File: src/rtl/if_prefetch_stage.sv
// Instruction-fetch front end: owns the fetch PC, issues single-outstanding word requests,
// buffers returned words in a small circular queue and drives the IF/ID register into decode.

module if_prefetch_stage_chk #(
    parameter int DEPTH = 4,
    parameter int CW    = $clog2(DEPTH) + 1
) (
    input logic          clk,
    input logic          rst_n,
    input logic          push_i,
    input logic          pop_i,
    input logic [CW-1:0] count_i
);
    localparam logic [CW-1:0] DEPTH_C = CW'(DEPTH);

    // a push into a full queue without a simultaneous pop would overwrite the head
    always @(negedge clk) begin
        assert (!rst_n || !(push_i && !pop_i && (count_i == DEPTH_C)))
            else $error("prefetch queue overflow");
    end
endmodule

module if_prefetch_stage #(
    parameter logic [31:0] RESET_PC = 32'h0000_0000,
    parameter int          DEPTH    = 4,
    parameter logic [31:0] NOP_INST = 32'h0000_0015,
    localparam int         PW       = $clog2(DEPTH),
    localparam int         CW       = PW + 1
) (
    input  logic          clk,
    input  logic          rst_n,
    output logic          imem_req,
    output logic [31:0]   imem_addr,
    input  logic          imem_ack,
    input  logic [31:0]   imem_rdata,
    input  logic          stall_id,
    input  logic          branch_id,
    input  logic [31:0]   branch_pc_id,
    output logic [31:0]   inst_id,
    output logic [31:0]   pc_plus_four_id,
    output logic          valid_id,
    output logic [CW-1:0] queue_count
);
    typedef enum logic [1:0] {S_REQ = 2'd0, S_WAIT = 2'd1, S_DROP = 2'd2} fetch_state_e;

    localparam logic [CW:0] DEPTH_W = (CW+1)'(DEPTH);

    fetch_state_e state_q, state_d;
    logic [31:0]  fetch_pc_q, fetch_pc_d;
    logic         req_q, req_d;
    logic [31:0]  addr_q, addr_d;
    logic [31:0]  inst_q, inst_d;
    logic [31:0]  pc4_q, pc4_d;
    logic         valid_q, valid_d;
    logic [PW-1:0] head_q, tail_q;
    logic [CW-1:0] count_q;
    logic [31:0]  q_inst_q [DEPTH];
    logic [31:0]  q_pc4_q  [DEPTH];

    logic         ack_wait_s, push_s, pop_s, bypass_s, flush_s, issue_s;
    logic [CW:0]  count_after_s;
    logic [31:0]  pc_inc_s;

    assign pc_inc_s = fetch_pc_q + 32'd4;

    // next-state for fetch FSM, queue control and IF/ID register
    always_comb begin
        state_d       = state_q;
        fetch_pc_d    = fetch_pc_q;
        req_d         = 1'b0;
        addr_d        = addr_q;
        inst_d        = inst_q;
        pc4_d         = pc4_q;
        valid_d       = valid_q;
        push_s        = 1'b0;
        pop_s         = 1'b0;
        bypass_s      = 1'b0;
        flush_s       = 1'b0;
        issue_s       = 1'b0;
        ack_wait_s    = (state_q == S_WAIT) && imem_ack;
        count_after_s = {1'b0, count_q};
        if (branch_id) begin
            // redirect beats stall: kill everything on the wrong path
            flush_s    = 1'b1;
            fetch_pc_d = branch_pc_id & 32'hFFFF_FFFC;
            inst_d     = NOP_INST;
            valid_d    = 1'b0;
            if (((state_q == S_WAIT) || (state_q == S_DROP)) && !imem_ack) begin
                state_d = S_DROP;
            end else begin
                state_d = S_REQ;
            end
        end else begin
            pop_s         = !stall_id && (count_q != {CW{1'b0}});
            bypass_s      = !stall_id && (count_q == {CW{1'b0}}) && ack_wait_s;
            push_s        = ack_wait_s && !bypass_s;
            count_after_s = {1'b0, count_q} + {{CW{1'b0}}, push_s} - {{CW{1'b0}}, pop_s};
            if (ack_wait_s) begin
                fetch_pc_d = pc_inc_s;
            end else begin
                fetch_pc_d = fetch_pc_q;
            end
            // a returning word frees the memory port, so the next request can go out on the same edge
            issue_s = ((state_q == S_REQ) || ack_wait_s) && (count_after_s < DEPTH_W);
            if (issue_s) begin
                req_d   = 1'b1;
                addr_d  = fetch_pc_d;
                state_d = S_WAIT;
            end else if ((state_q == S_REQ) || ack_wait_s) begin
                state_d = S_REQ;
            end else if ((state_q == S_DROP) && imem_ack) begin
                state_d = S_REQ;
            end else begin
                state_d = state_q;
            end
            if (stall_id) begin
                inst_d  = inst_q;
                pc4_d   = pc4_q;
                valid_d = valid_q;
            end else if (pop_s) begin
                inst_d  = q_inst_q[head_q];
                pc4_d   = q_pc4_q[head_q];
                valid_d = 1'b1;
            end else if (bypass_s) begin
                inst_d  = imem_rdata;
                pc4_d   = pc_inc_s;
                valid_d = 1'b1;
            end else begin
                inst_d  = NOP_INST;
                pc4_d   = pc4_q;
                valid_d = 1'b0;
            end
        end
    end

    // all state moves on the falling edge, in step with the other interstage registers
    always_ff @(negedge clk or negedge rst_n) begin
        if (!rst_n) begin
            state_q    <= S_REQ;
            fetch_pc_q <= RESET_PC & 32'hFFFF_FFFC;
            req_q      <= 1'b0;
            addr_q     <= RESET_PC & 32'hFFFF_FFFC;
            inst_q     <= NOP_INST;
            pc4_q      <= 32'h0000_0000;
            valid_q    <= 1'b0;
            head_q     <= {PW{1'b0}};
            tail_q     <= {PW{1'b0}};
            count_q    <= {CW{1'b0}};
            for (int i = 0; i < DEPTH; i++) begin
                q_inst_q[i] <= NOP_INST;
                q_pc4_q[i]  <= 32'h0000_0000;
            end
        end else begin
            state_q    <= state_d;
            fetch_pc_q <= fetch_pc_d;
            req_q      <= req_d;
            addr_q     <= addr_d;
            inst_q     <= inst_d;
            pc4_q      <= pc4_d;
            valid_q    <= valid_d;
            if (flush_s) begin
                head_q  <= {PW{1'b0}};
                tail_q  <= {PW{1'b0}};
                count_q <= {CW{1'b0}};
            end else begin
                if (push_s) begin
                    q_inst_q[tail_q] <= imem_rdata;
                    q_pc4_q[tail_q]  <= pc_inc_s;
                    tail_q           <= tail_q + PW'(1);
                end
                if (pop_s) begin
                    head_q <= head_q + PW'(1);
                end
                count_q <= count_after_s[CW-1:0];
            end
        end
    end

    assign imem_req        = req_q;
    assign imem_addr       = addr_q;
    assign inst_id         = inst_q;
    assign pc_plus_four_id = pc4_q;
    assign valid_id        = valid_q;
    assign queue_count     = count_q;

    if_prefetch_stage_chk #(.DEPTH(DEPTH), .CW(CW)) u_chk (
        .clk     (clk),
        .rst_n   (rst_n),
        .push_i  (push_s),
        .pop_i   (pop_s),
        .count_i (count_q)
    );
endmodule

File: config.mk
export PLATFORM = sky130hd
export DESIGN_NAME = if_prefetch_stage
export DESIGN_NICKNAME = d
export VERILOG_FILES = /design/src/rtl/if_prefetch_stage.sv
export SDC_FILE = /design/constraint.sdc
export NUM_CORES = 1
export LEC_CHECK = 0
export CORE_AREA = 2 2 181 183
export DETAILED_ROUTE_END_ITERATION = 12
export DIE_AREA = 0 0 183 185
export MAX_ROUTING_LAYER = met4
export PLACE_DENSITY = 0.88
export SLEW_MARGIN = 20
export SYNTH_ARGS = -nofsm -noshare
export SYNTH_HDL_FRONTEND = slang
export SYNTH_HIERARCHICAL = 1
export SYNTH_SLANG_ARGS = --single-unit
File: constraint.sdc
create_clock -name clk -period 4.2 [get_ports clk]
set_input_delay 0.42 -clock clk [delete_from_list [all_inputs] [get_ports clk]]
set_output_delay 0.42 -clock clk [all_outputs]
set_load 0.02 [all_outputs]
==> metrics.txt <==
Final Hold Violating Endpoints 0; mapped cell area 17,300 sq um; routed wire length 46.0 mm; RSZ-0062 raised after global routing yes; critical path class input pin to flip-flop; Clock Path Buffers 3; total negative slack -4810 ps; Post-DP HPWL 27.6 mm; synth unique cells 50; clk_skew between 60 and 70 ps; I/O pin count 170; outcome complete, but fails checks; GRT Total Usage 28.8%; area delta synth->final 23.2%; LEAKAGE 9.49 nW; Die Area 33,900 sq um; Initial Util between 50% and 60%; routability congestion estimate 0.866; hold depth 2; reg2reg path depth 13; Die Wd 183 um; Worst setup EP type flip-flop; CP startpoint imem_ack; CTS tree built; DRT Pass-1 Iters 6; failing checks setup timing; hold_buf cts 0; max_cap viols 0; CTS Root Cell clkbuf_16; DRC viols 0; DRT iter0 DRCs between 1,000 and 1,500; Clock Sinks 381; Critical Path RT about 2500 ps; clk slew on worst S/H paths 50 ps; min-delay src q_pc4_q[123]; Slew HR 45.7%; Congestion Overflow GR 0; Synth Area per Inst between 10 and 15 sq um; Num CTS Buffers 40; Post-synth EDFFs 0; antenna violations before repair 0; wire length of the first global-routing pass 74.6 mm; Ys Warns 6; pwr dens 637 nW/um^2; Yosys reg bits 381; Worst-Margin Slew about 820 ps; worst skew pair latency just under 600 ps; worst ir drop on vdd 422 uV; Setup WS post-layout -183 ps; Post-synth ARST share 100%; Primary FF master, synth dfrtn_1; largest net degree at the start of global routing 62; final setup fails 31; Die Y 185 um; FF-to-FF End imem_addr[9]; layout cell share with drive strength beyond 1 around 26%; R2R Setup Slk 1020 ps; Critical Path Start Type input pin; utilization after layout 66.7%; post-route ant nets 0; total core area 32,000 sq um; row cnt 66; sequential share of the synthesized area 55.1%; Synth Instances 1,419; WL per Instance 22.5 um; vias in the first global route around 14,000; fin. max-slew vios 0; crit path DAT 2660 ps; Crit Reg-Reg Startpoint queue_count[1]; Port-buffer cells about 160; WHS Endpoint q_pc4_q[123]; HP Class flip-flop to flip-flop; H-Tree Depth 2; CP Max Fanout 8; nets 1,686; via/cell ratio ~6.2; via count 12,700
## worst max-delay path by stage
| stage | to | slack, ps | cells past startpoint |
|---|---|---|---|
| after global routing | imem_addr[9] | -260 | 13 |
| after global placement | imem_addr[27] | -1110 | 12 |
| after detailed placement | imem_addr[26] | -1250 | 12 |
| after floorplan | imem_addr[10] | -840 | 14 |
| final | imem_addr[9] | -180 | 13 |
| after CTS | imem_addr[26] | -220 | 14 |
## layer usage
metal  vias up  share of wire [%]  GRT usage (%)
li1       5417                  -              -
met1      6457                 40           36.9
met2       685                 49           45.7
met3       153                7.5           5.29
met4         0                3.8           12.3
met5         -                  0              -
## cells by family (layout without fill, tap and decap cells)
kind of cell    after synthesis  after routing  synth area share (%)
compound gates              242            242                  7.50
mux                         267            267                  21.2
xor+xnor                     62             62                  3.17
flops                       381            381                  55.1
buf+inv                     120            333                  3.24
other cells                   1              5                0.0216
fa+ha+maj                    13             13                 0.981
simple gates                333            333                  8.80
## cell usage in the layout (no fill, tap or decap), drive strengths merged, types with 45 or more instances in the layout
cell type and n:
nand2 188, mux4 61, o21ai 153, clkdlybuf4s50 152, dfrtn 366, buf 72
mux2 192, clkbuf 61, a21oi 55, nor2 45
## worst max-delay path, stage by stage
cell	delay [ps]
buf_6	70
and2_4	150
o21ai_4	70
ha_4	260
inv_2	40
ha_4	150
fa_2	370
xnor2_2	160
o211ai_1	190
nor2_4	170
buf_6	150
buf_16	140
mux2_4	300
## cell type report
type,count,area (sq um)
Sequential cell,381,9550
Tap cell,408,510
Fill cell,2062,10700
Antenna cell,1,2.50
Clock inverter,27,153
Clock buffer,61,1200
Timing Repair Buffer,232,2440
Inverter,13,48.8
Multi-Input combinational cell,921,7450
## where the power goes
part	internal [mW]	switching, mW
clock	2.06	1.50
combinational	2.49	2.43
sequential	4.56	0.575
## cell usage after synthesis, types with 5 or more instances
library cell	number	share of area [%]
buf_4	18	0.78
dfrtn_1	366	53
xor2_1	22	1.1
mux4_2	61	7.9
xnor2_1	39	2.0
nor3_1	9	0.26
o211ai_1	5	0.22
inv_1	13	0.28
nand3_1	41	1.2
ha_1	12	0.87
nand2_1	184	4.0
a22oi_1	7	0.30
mux2i_1	14	0.81
nor2_1	45	0.97
clkbuf_1	43	0.93
and3_1	9	0.32
buf_1	10	0.22
buf_2	34	0.98
nor4_1	5	0.18
mux2_2	192	12
a21oi_1	55	1.6
dfstp_2	15	2.3
nand4_1	16	0.58
o21ai_0	150	4.3
o21a_1	9	0.39
## metrics by stage
step	total power, mW	instance area, sq um	cells	hold slack [ps]	worst slack, ps
3_5_place_dp	9.68	19800	1947	427	-1250
5_1_grt	14.2	21400	2043	450	-265
3_3_place_gp	9.45	19800	1947	416	-1110
6_report	13.6	21400	2044	422	-183
2_1_floorplan	7.94	17500	1422	403	-842
4_1_cts	13.7	21400	2042	428	-218
## flip-flops by register name, indices dropped and copies added, names as in the netlist, 3 cells and up
| signal | cells |
|---|---|
| q_inst_q | 128 |
| queue_count | 3 |
| inst_id | 32 |
| imem_addr | 30 |
| pc_plus_four_id | 30 |
| fetch_pc_q | 30 |
| q_pc4_q | 120 |
## repair_timing
| item | CTS | global route |
|---|---|---|
| gates cloned | 3 | 0 |
| gates resized for setup | 36 | 4 |
| setup buffers | 6 | 3 |
| pin swaps | 5 | 5 |
| endpoints found under the setup margin | 105 | 33 |
No activity file was read; power rests on OpenSTA's default activity.
